### src/rtl/popcnt_sched.sv
// popcnt_sched -- shared bit-serial popcount engine with a round-robin front end.
//
// NREQ clients present WIDTH-bit words over valid/ready. A round-robin arbiter
// grants one client while the engine is idle; the granted word is then counted
// one bit per clock and the result is returned, tagged with the client ID, on a
// valid/ready response channel.
//
// Ports:
//   clk        clock, all logic on the rising edge
//   reset      synchronous, active-high reset
//   req_valid  [NREQ]        per-client request valid
//   req_data   [NREQ*WIDTH]  client i word at bits [i*WIDTH +: WIDTH]
//   req_ready  [NREQ]        one-hot grant (combinational, IDLE only)
//   rsp_valid  result available (RESP state)
//   rsp_ready  consumer accepts result
//   rsp_id     [ID_W]        index of the client whose word was counted
//   rsp_count  [CNT_W]       number of set bits in that word
//   busy       high in COUNT and RESP
//
// Build option: define POPCNT_EARLY_EXIT_EN to end COUNT as soon as the
// remaining shifted word is zero (same results, data-dependent latency).
// Without it COUNT always lasts exactly WIDTH cycles.

module popcnt_sched #(
    parameter int NREQ  = 4,
    parameter int WIDTH = 16,
    parameter int CNT_W = 5,
    parameter int ID_W  = 2
) (
    input  logic                    clk,
    input  logic                    reset,
    input  logic [NREQ-1:0]         req_valid,
    input  logic [NREQ*WIDTH-1:0]   req_data,
    output logic [NREQ-1:0]         req_ready,
    output logic                    rsp_valid,
    input  logic                    rsp_ready,
    output logic [ID_W-1:0]         rsp_id,
    output logic [CNT_W-1:0]        rsp_count,
    output logic                    busy
);

    localparam int IDX_W = (WIDTH > 1) ? $clog2(WIDTH) : 1;

    typedef enum logic [1:0] {IDLE, COUNT, RESP} state_t;

    state_t             state_q, state_d;
    logic [ID_W-1:0]    last_grant_q, last_grant_d;
    logic [ID_W-1:0]    id_q, id_d;
    logic [WIDTH-1:0]   shreg_q, shreg_d;
    logic [CNT_W-1:0]   count_q, count_d;
    logic [IDX_W-1:0]   idx_q, idx_d;

    logic [WIDTH-1:0]   words [NREQ];
    logic [ID_W-1:0]    grant_id;
    logic               grant_found;
    int                 rr_idx;

    genvar gi;
    generate
        for (gi = 0; gi < NREQ; gi++) begin : g_client
            assign words[gi]     = req_data[gi*WIDTH +: WIDTH];
            assign req_ready[gi] = (state_q == IDLE) && grant_found &&
                                   (grant_id == ID_W'(gi));
        end
    endgenerate

    // Round-robin search starting at last_grant+1. Walking the offsets from
    // farthest to nearest lets the nearest valid client overwrite the others.
    always_comb begin
        grant_id    = '0;
        grant_found = 1'b0;
        rr_idx      = 0;
        for (int off = NREQ; off >= 1; off--) begin
            rr_idx = int'(last_grant_q) + off;
            if (rr_idx >= NREQ) begin
                rr_idx = rr_idx - NREQ;
            end
            if (req_valid[rr_idx]) begin
                grant_found = 1'b1;
                grant_id    = ID_W'(rr_idx);
            end
        end
    end

    always_comb begin
        state_d      = state_q;
        last_grant_d = last_grant_q;
        id_d         = id_q;
        shreg_d      = shreg_q;
        count_d      = count_q;
        idx_d        = idx_q;
        case (state_q)
            IDLE: begin
                // req_ready is only ever raised on a valid client, so a grant
                // is the handshake.
                if (grant_found) begin
                    shreg_d      = words[grant_id];
                    id_d         = grant_id;
                    count_d      = '0;
                    idx_d        = '0;
                    last_grant_d = grant_id;
                    state_d      = COUNT;
                end
            end
            COUNT: begin
                count_d = count_q + CNT_W'(shreg_q[0]);
                shreg_d = shreg_q >> 1;
                idx_d   = idx_q + 1'b1;
`ifdef POPCNT_EARLY_EXIT_EN
                if ((idx_q == IDX_W'(WIDTH - 1)) || (shreg_d == '0)) begin
                    state_d = RESP;
                end
`else
                if (idx_q == IDX_W'(WIDTH - 1)) begin
                    state_d = RESP;
                end
`endif
            end
            RESP: begin
                if (rsp_ready) begin
                    state_d = IDLE;
                end
            end
            default: state_d = IDLE;
        endcase
    end

    always_ff @(posedge clk) begin
        if (reset) begin
            state_q      <= IDLE;
            last_grant_q <= ID_W'(NREQ - 1);
            id_q         <= '0;
            shreg_q      <= '0;
            count_q      <= '0;
            idx_q        <= '0;
        end else begin
            state_q      <= state_d;
            last_grant_q <= last_grant_d;
            id_q         <= id_d;
            shreg_q      <= shreg_d;
            count_q      <= count_d;
            idx_q        <= idx_d;
        end
    end

    assign rsp_valid = (state_q == RESP);
    assign busy      = (state_q != IDLE);
    assign rsp_id    = id_q;
    assign rsp_count = count_q;

endmodule

### config.mk
export PLATFORM = sky130hd
export DESIGN_NAME = popcnt_sched
export DESIGN_NICKNAME = d
export VERILOG_FILES = /design/src/rtl/popcnt_sched.sv
export SDC_FILE = /design/constraint.sdc
export NUM_CORES = 1
export LEC_CHECK = 0
export CORE_MARGIN = 2
export CORE_UTILIZATION = 30
export CTS_CLUSTER_DIAMETER = 150
export CTS_CLUSTER_SIZE = 40
export DETAILED_ROUTE_END_ITERATION = 10
export REMOVE_ABC_BUFFERS = 1
export SKIP_CTS_REPAIR_TIMING = 1
export SLEW_MARGIN = 20
export SYNTH_ARGS = -nofsm -noshare
export SYNTH_HDL_FRONTEND = slang
export SYNTH_SLANG_ARGS = --single-unit
### constraint.sdc
create_clock -name clk -period 1.6 [get_ports clk]
set_clock_uncertainty 0.05 [all_clocks]
set_input_delay 0.32 -clock clk [delete_from_list [all_inputs] [get_ports clk]]
set_output_delay 0.32 -clock clk [all_outputs]
set_load 0.01 [all_outputs]
# Word level (Yosys, flattened, before mapping)
# Index checks and enable logic that the tools add are counted.
[totals] regBits=31 input_bits=71 out_inout_bits=13 wordCells=84
[classes] add_sub_neg=10 n_lt_le_gt_ge=9 n_eq_ne=9 n_mux=37 bitwise_logic=1 n_reduce_logical=12
[op_table] operator="32-bit by 4-bit less-than comparator with 1-bit output, second input constant" count=4
[op_table] operator="32-bit two-way mux" count=4
[op_table] operator="16-bit two-way mux" count=3
[op_table] operator="16-bit binary-select mux with 2-bit select" count=1
[op_table] operator="16-bit case mux with 2 select lines" count=1
[op_table] operator="2-bit two-way mux" count=7
[op_table] operator="3-bit greater-or-equal comparator, second input constant" count=4
[op_table] operator="1-bit two-way mux" count=12
[op_table] operator="3-bit by 3-bit subtractor with 4-bit output, second input constant" count=3
[op_table] operator="5-bit case mux with 2 select lines" count=1
[op_table] operator="1-bit binary-select mux with 2-bit select" count=4
[op_table] operator="4-bit case mux with 2 select lines" count=1
[op_table] operator="2-bit by 2-bit adder with 3-bit output, second input constant" count=2
[op_table] operator="2-bit == test, second input constant" count=3
[op_table] operator="2-bit case mux with 3 select lines" count=1
[op_table] operator="5-bit by 1-bit adder with 5-bit output" count=1
[op_table] operator="1-bit logical AND" count=5
[op_table] operator="5-bit two-way mux" count=1
[op_table] operator="4-bit by 3-bit subtractor with 5-bit output, second input constant" count=1
[op_table] operator="2-bit by 3-bit adder with 4-bit output, second input constant" count=1
[op_table] operator="4-bit by 1-bit adder with 4-bit output, second input constant" count=1
[op_table] operator="2-bit by 1-bit == test with 1-bit output, second input constant" count=2
[op_table] operator="4-bit == test, second input constant" count=1
[op_table] operator="4-bit by 3-bit greater-or-equal comparator with 1-bit output, second input constant" count=1
[op_table] operator="9 further kinds" count=13

# Longest topological paths before layout
[depth] ltp_word=16 depth_mapped=6 depth_no_buf=5

# Worst setup path before layout
# OpenSTA, ideal clock, no wires.
[synth_timing] path_type="reg2out" start="register state_q[1]" end="output req_ready[0]" t_arrival_ns=1.477 t_required_ns=1.230 slack_ns=-0.247 stages_incl_launch_ff=6 n_path_buf=2 path_cell_list="dfxtp_1 > or2_4 > or2_1 > buf_2 > buf_2 > nor3b_1"
[synth_between] elab_chain_len=3
[synth_lines] element="start, declared" line="46" source="state_t state_q, state_d;"
[synth_lines] element="start signal, assigned" line="137" source="state_q <= state_d;"
[synth_lines] element="2-bit logical NOT" line="62" source="assign req_ready[gi] = (state_q == IDLE) && grant_found &&"
[synth_lines] element="1-bit logical AND (2 in a row)" line="62"
[synth_lines] element="end, declared" line="34" source="output logic [NREQ-1:0] req_ready,"
# No other way between the ends.

# Worst setup path after layout
[layout_timing] start="register last_grant_q[0]" end="output req_ready[0]"
[layout_between] elab_chain_len=12 elab_cells_between_ends=39 cone_classes="add/sub (8); order compare (4); mux (24); reduce/logical (3)"
[layout_lines] element="start, declared" line="47" source="logic [ID_W-1:0] last_grant_q, last_grant_d;"
[layout_lines] element="start signal, assigned" line="131" source="last_grant_q <= ID_W'(NREQ - 1);"
[layout_lines] element="start signal, assigned" line="138" source="last_grant_q <= last_grant_d;"
[layout_lines] element="2-bit by 3-bit adder with 4-bit output" line="74" source="rr_idx = int'(last_grant_q) + off;"
[layout_lines] element="4-bit by 3-bit subtractor with 5-bit output / 4-bit by 3-bit greater-or-equal comparator with 1-bit output (equally long branches)" line="76, 75"
[layout_lines] element="32-bit two-way mux" line="75" source="if (rr_idx >= NREQ) begin"
[layout_lines] element="1-bit binary-select mux with 2-bit select" line="78" source="if (req_valid[rr_idx]) begin"
[layout_lines] element="1-bit two-way mux (implied by the code) (2 in a row)" line="78"
[layout_lines] element="2-bit two-way mux / 1-bit two-way mux (equally long branches) (4 in a row)" line="78"
[layout_lines] element="2-bit logical NOT / 1-bit logical AND (equally long branches)" line="63, 62"
[layout_lines] element="1-bit logical AND (*)" line="62"
# Every way passes the cells marked *; elsewhere a longest branch is shown, timed or not. The select of a mux whose other input is x is not followed.

==> reports/results.txt <==
CTS tree: done
H-tree depth: 2
Hold Vio Cnt, Final: 0
DRC viols: 0
Post-DP Area: 0.00303 sq mm
synthesized area per cell: 8.97 sq um
routed wl met3: 288 um
crit path capture type: output port
synthesized area: 0.00194 sq mm
Synth Flop Type: dfxtp_1
Final WS setup: -0.405 ns
Place WS: -1.03 ns
num rows: 29
first-pass GRT wire length: 8870 um
pin count of the biggest net entering global routing: 24
clk_lat worst skew: 0.29 ns
global route overflow: 0
Synth area leader: dfxtp_1
die height: 84.4 um
top post-synthesis cells by count: mux2i_1 (33), dfxtp_1 (31), a21oi_1 (22), nor2_1 (21), or3_1 (10)
Pre-antenna DRT Iters: 4
Seq cells post-synth: 31
vias in the first global route: 1938
boundary pin count: 84
Pwr per Cell Area: 787 mW/mm^2
Gate power share: 44.4%
Max Freq: 499 MHz
Top Layer Used: met4
drt via density: 5.01
Chip Width: 84.4 um
Num CTS Buffers: 5
cell-internal power: 0.00193 W
die area: 0.00712 sq mm
# setup viols final: 21
critical path class: flop to output port
clock-pin slew on the worst setup and hold paths: 0.07 ns
count leader, synth: mux2i_1
crit-path max FO: 4
Seq/Total Area, Yosys: 32.0%
maximum VDD drop: 411 uV
clock sink count: 31
Worst Path Arrival: 1.63 ns
gpl congestion: 0.757
Initial Utilization: 30.7%
post-route cell area: 0.00352 sq mm
WL/cell: 15.2 um
share of cells above drive strength 1: 34.7%
sw frac: 30.1%
antenna cell count: 0
fin. max-slew vios: 0
final core utilization: 55.7%
failing checks: negative setup slack
Post-Syn Instances: 216
Async SR Flop Fraction: 0%
Max Root-Sink Buffers: 2
DR vias: 2018
Worst Max-Slew Pin Slew: 0.328 ns
status: finished, violations left
Setup crit start kind: flop
Root Driver: clkbuf_8
synth top area cells: dfxtp_1 (32%), mux2i_1 (17%), o221ai_2 (7.0%)
Clk pwr share: 22.4%
metal2 WL: 3150 um
nets: 400
starting DRC count in detailed routing: 49
Final Critical Period: 2.00 ns
Metal-1 WL: 2660 um
DP HPWL: 4140 um
GRT Total Usage: 15.5%
final worst path period share: 125%
core box area: 0.00631 sq mm
antenna violations before repair: 0
Routed WL: 6150 um
RSZ-0062 raised after global routing: yes
MaxCap Viol Count: 0
Post-Route Setup TNS: -5.85 ns
Slew headroom: 78.0%
Lkg Pwr: 1.46 nW
Crit path required time: 1.23 ns
Synth cell types: 39
ANT nets after route: 0
P&R area growth vs syn: 81.6%
post-synth top area share: 32.0%
sequential share of power: 33.2%
worst min path class: flop to flop
NetSw: 0.000834 W
Post-synth EDFFs: 0
Port Buffers: 83
Yosys warnings: 0
## power by group through the flow
stage	registers, W	logic (W)	clock network [W]
global placement	0.000929	0.000910	0
floorplan	0.000921	0.000470	0
finish	0.000918	0.00123	0.000621
detailed placement	0.000929	0.000915	0
CTS	0.000913	0.000919	0.000644
global route	0.000925	0.00132	0.000687
## cell type report
| cell class | instances | area, sq um |
|---|---|---|
| Tap cell | 77 | 96.3 |
| Timing Repair Buffer | 120 | 1250 |
| Clock inverter | 1 | 5.00 |
| Inverter | 2 | 7.51 |
| Sequential cell | 31 | 628 |
| Fill cell | 593 | 2790 |
| Clock buffer | 6 | 82.6 |
| Multi-Input combinational cell | 166 | 1450 |
## cell families after synthesis
| family | share of synthesized area (%) |
|---|---|
| adders and majority gates | 1.94 |
| and+or+nand+nor | 19.8 |
| buffers and inverters | 5.23 |
| xor gates and xnor gates | 0.452 |
| AOI/OAI and AO/OA | 20.1 |
| muxes | 20.5 |
| DFF | 32.0 |
## worst paths after layout
kind	slack, ns	from	to	cells after the start
worst max-delay path	-0.40	last_grant_q[0]	req_ready[0]	5
worst min-delay path	0.40	rsp_id[1]	rsp_id[1]	2
worst min register to register	0.40	rsp_id[1]	rsp_id[1]	2
worst max register to register	-0.33	last_grant_q[0]	shreg_q[3]	8
## registers in the layout (all words and copies together) (netlist names)
| name | flops |
|---|---|
| rsp_id | 2 |
| last_grant_q | 2 |
| idx_q | 4 |
| state_q | 2 |
| shreg_q | 16 |
| rsp_count | 5 |
## cells in the final DEF, fill, tap and decap left out, types with 3 or more instances in the layout
cell              n
o221ai_2          9
a22oi_1           6
mux2i_2          11
buf_2             3
or2_4             3
dlymetal6s2s_1    7
nand3_1           8
nand2b_1          3
mux2i_4           5
buf_12            6
clkbuf_2          3
a21oi_1          21
or2_2             4
mux2i_1          17
buf_4            19
clkbuf_8          6
nand4_1           3
buf_6             8
dfxtp_1          27
clkdlybuf4s50_1  70
mux2_4            4
nor2_1           18
ha_1              3
or3_1             9
o22ai_2           4
nand2_1           7
dfxtp_2           3
## routing by layer
metal	track usage, %	vias up
met5	0	-
met4	3.90	0
met3	4.13	6
met2	28.1	59
met1	18.2	930
li1	-	1023
## critical path, cell delays in order, from the launching register on
cell and delay [ns]:
dfxtp_4 0.37, inv_2 0.03, a221o_1 0.35, a21oi_4 0.23, nor3b_2 0.20, buf_2 0.16
## through the flow
stage	power (W)	hold WS [ns]	instances
global placement	0.00184	0.395	388
detailed placement	0.00184	0.401	388
CTS	0.00248	0.410	395
floorplan	0.00139	0.339	199
finish	0.00277	0.404	403
global route	0.00293	0.424	403
No activity file was read; power rests on OpenSTA's default activity.
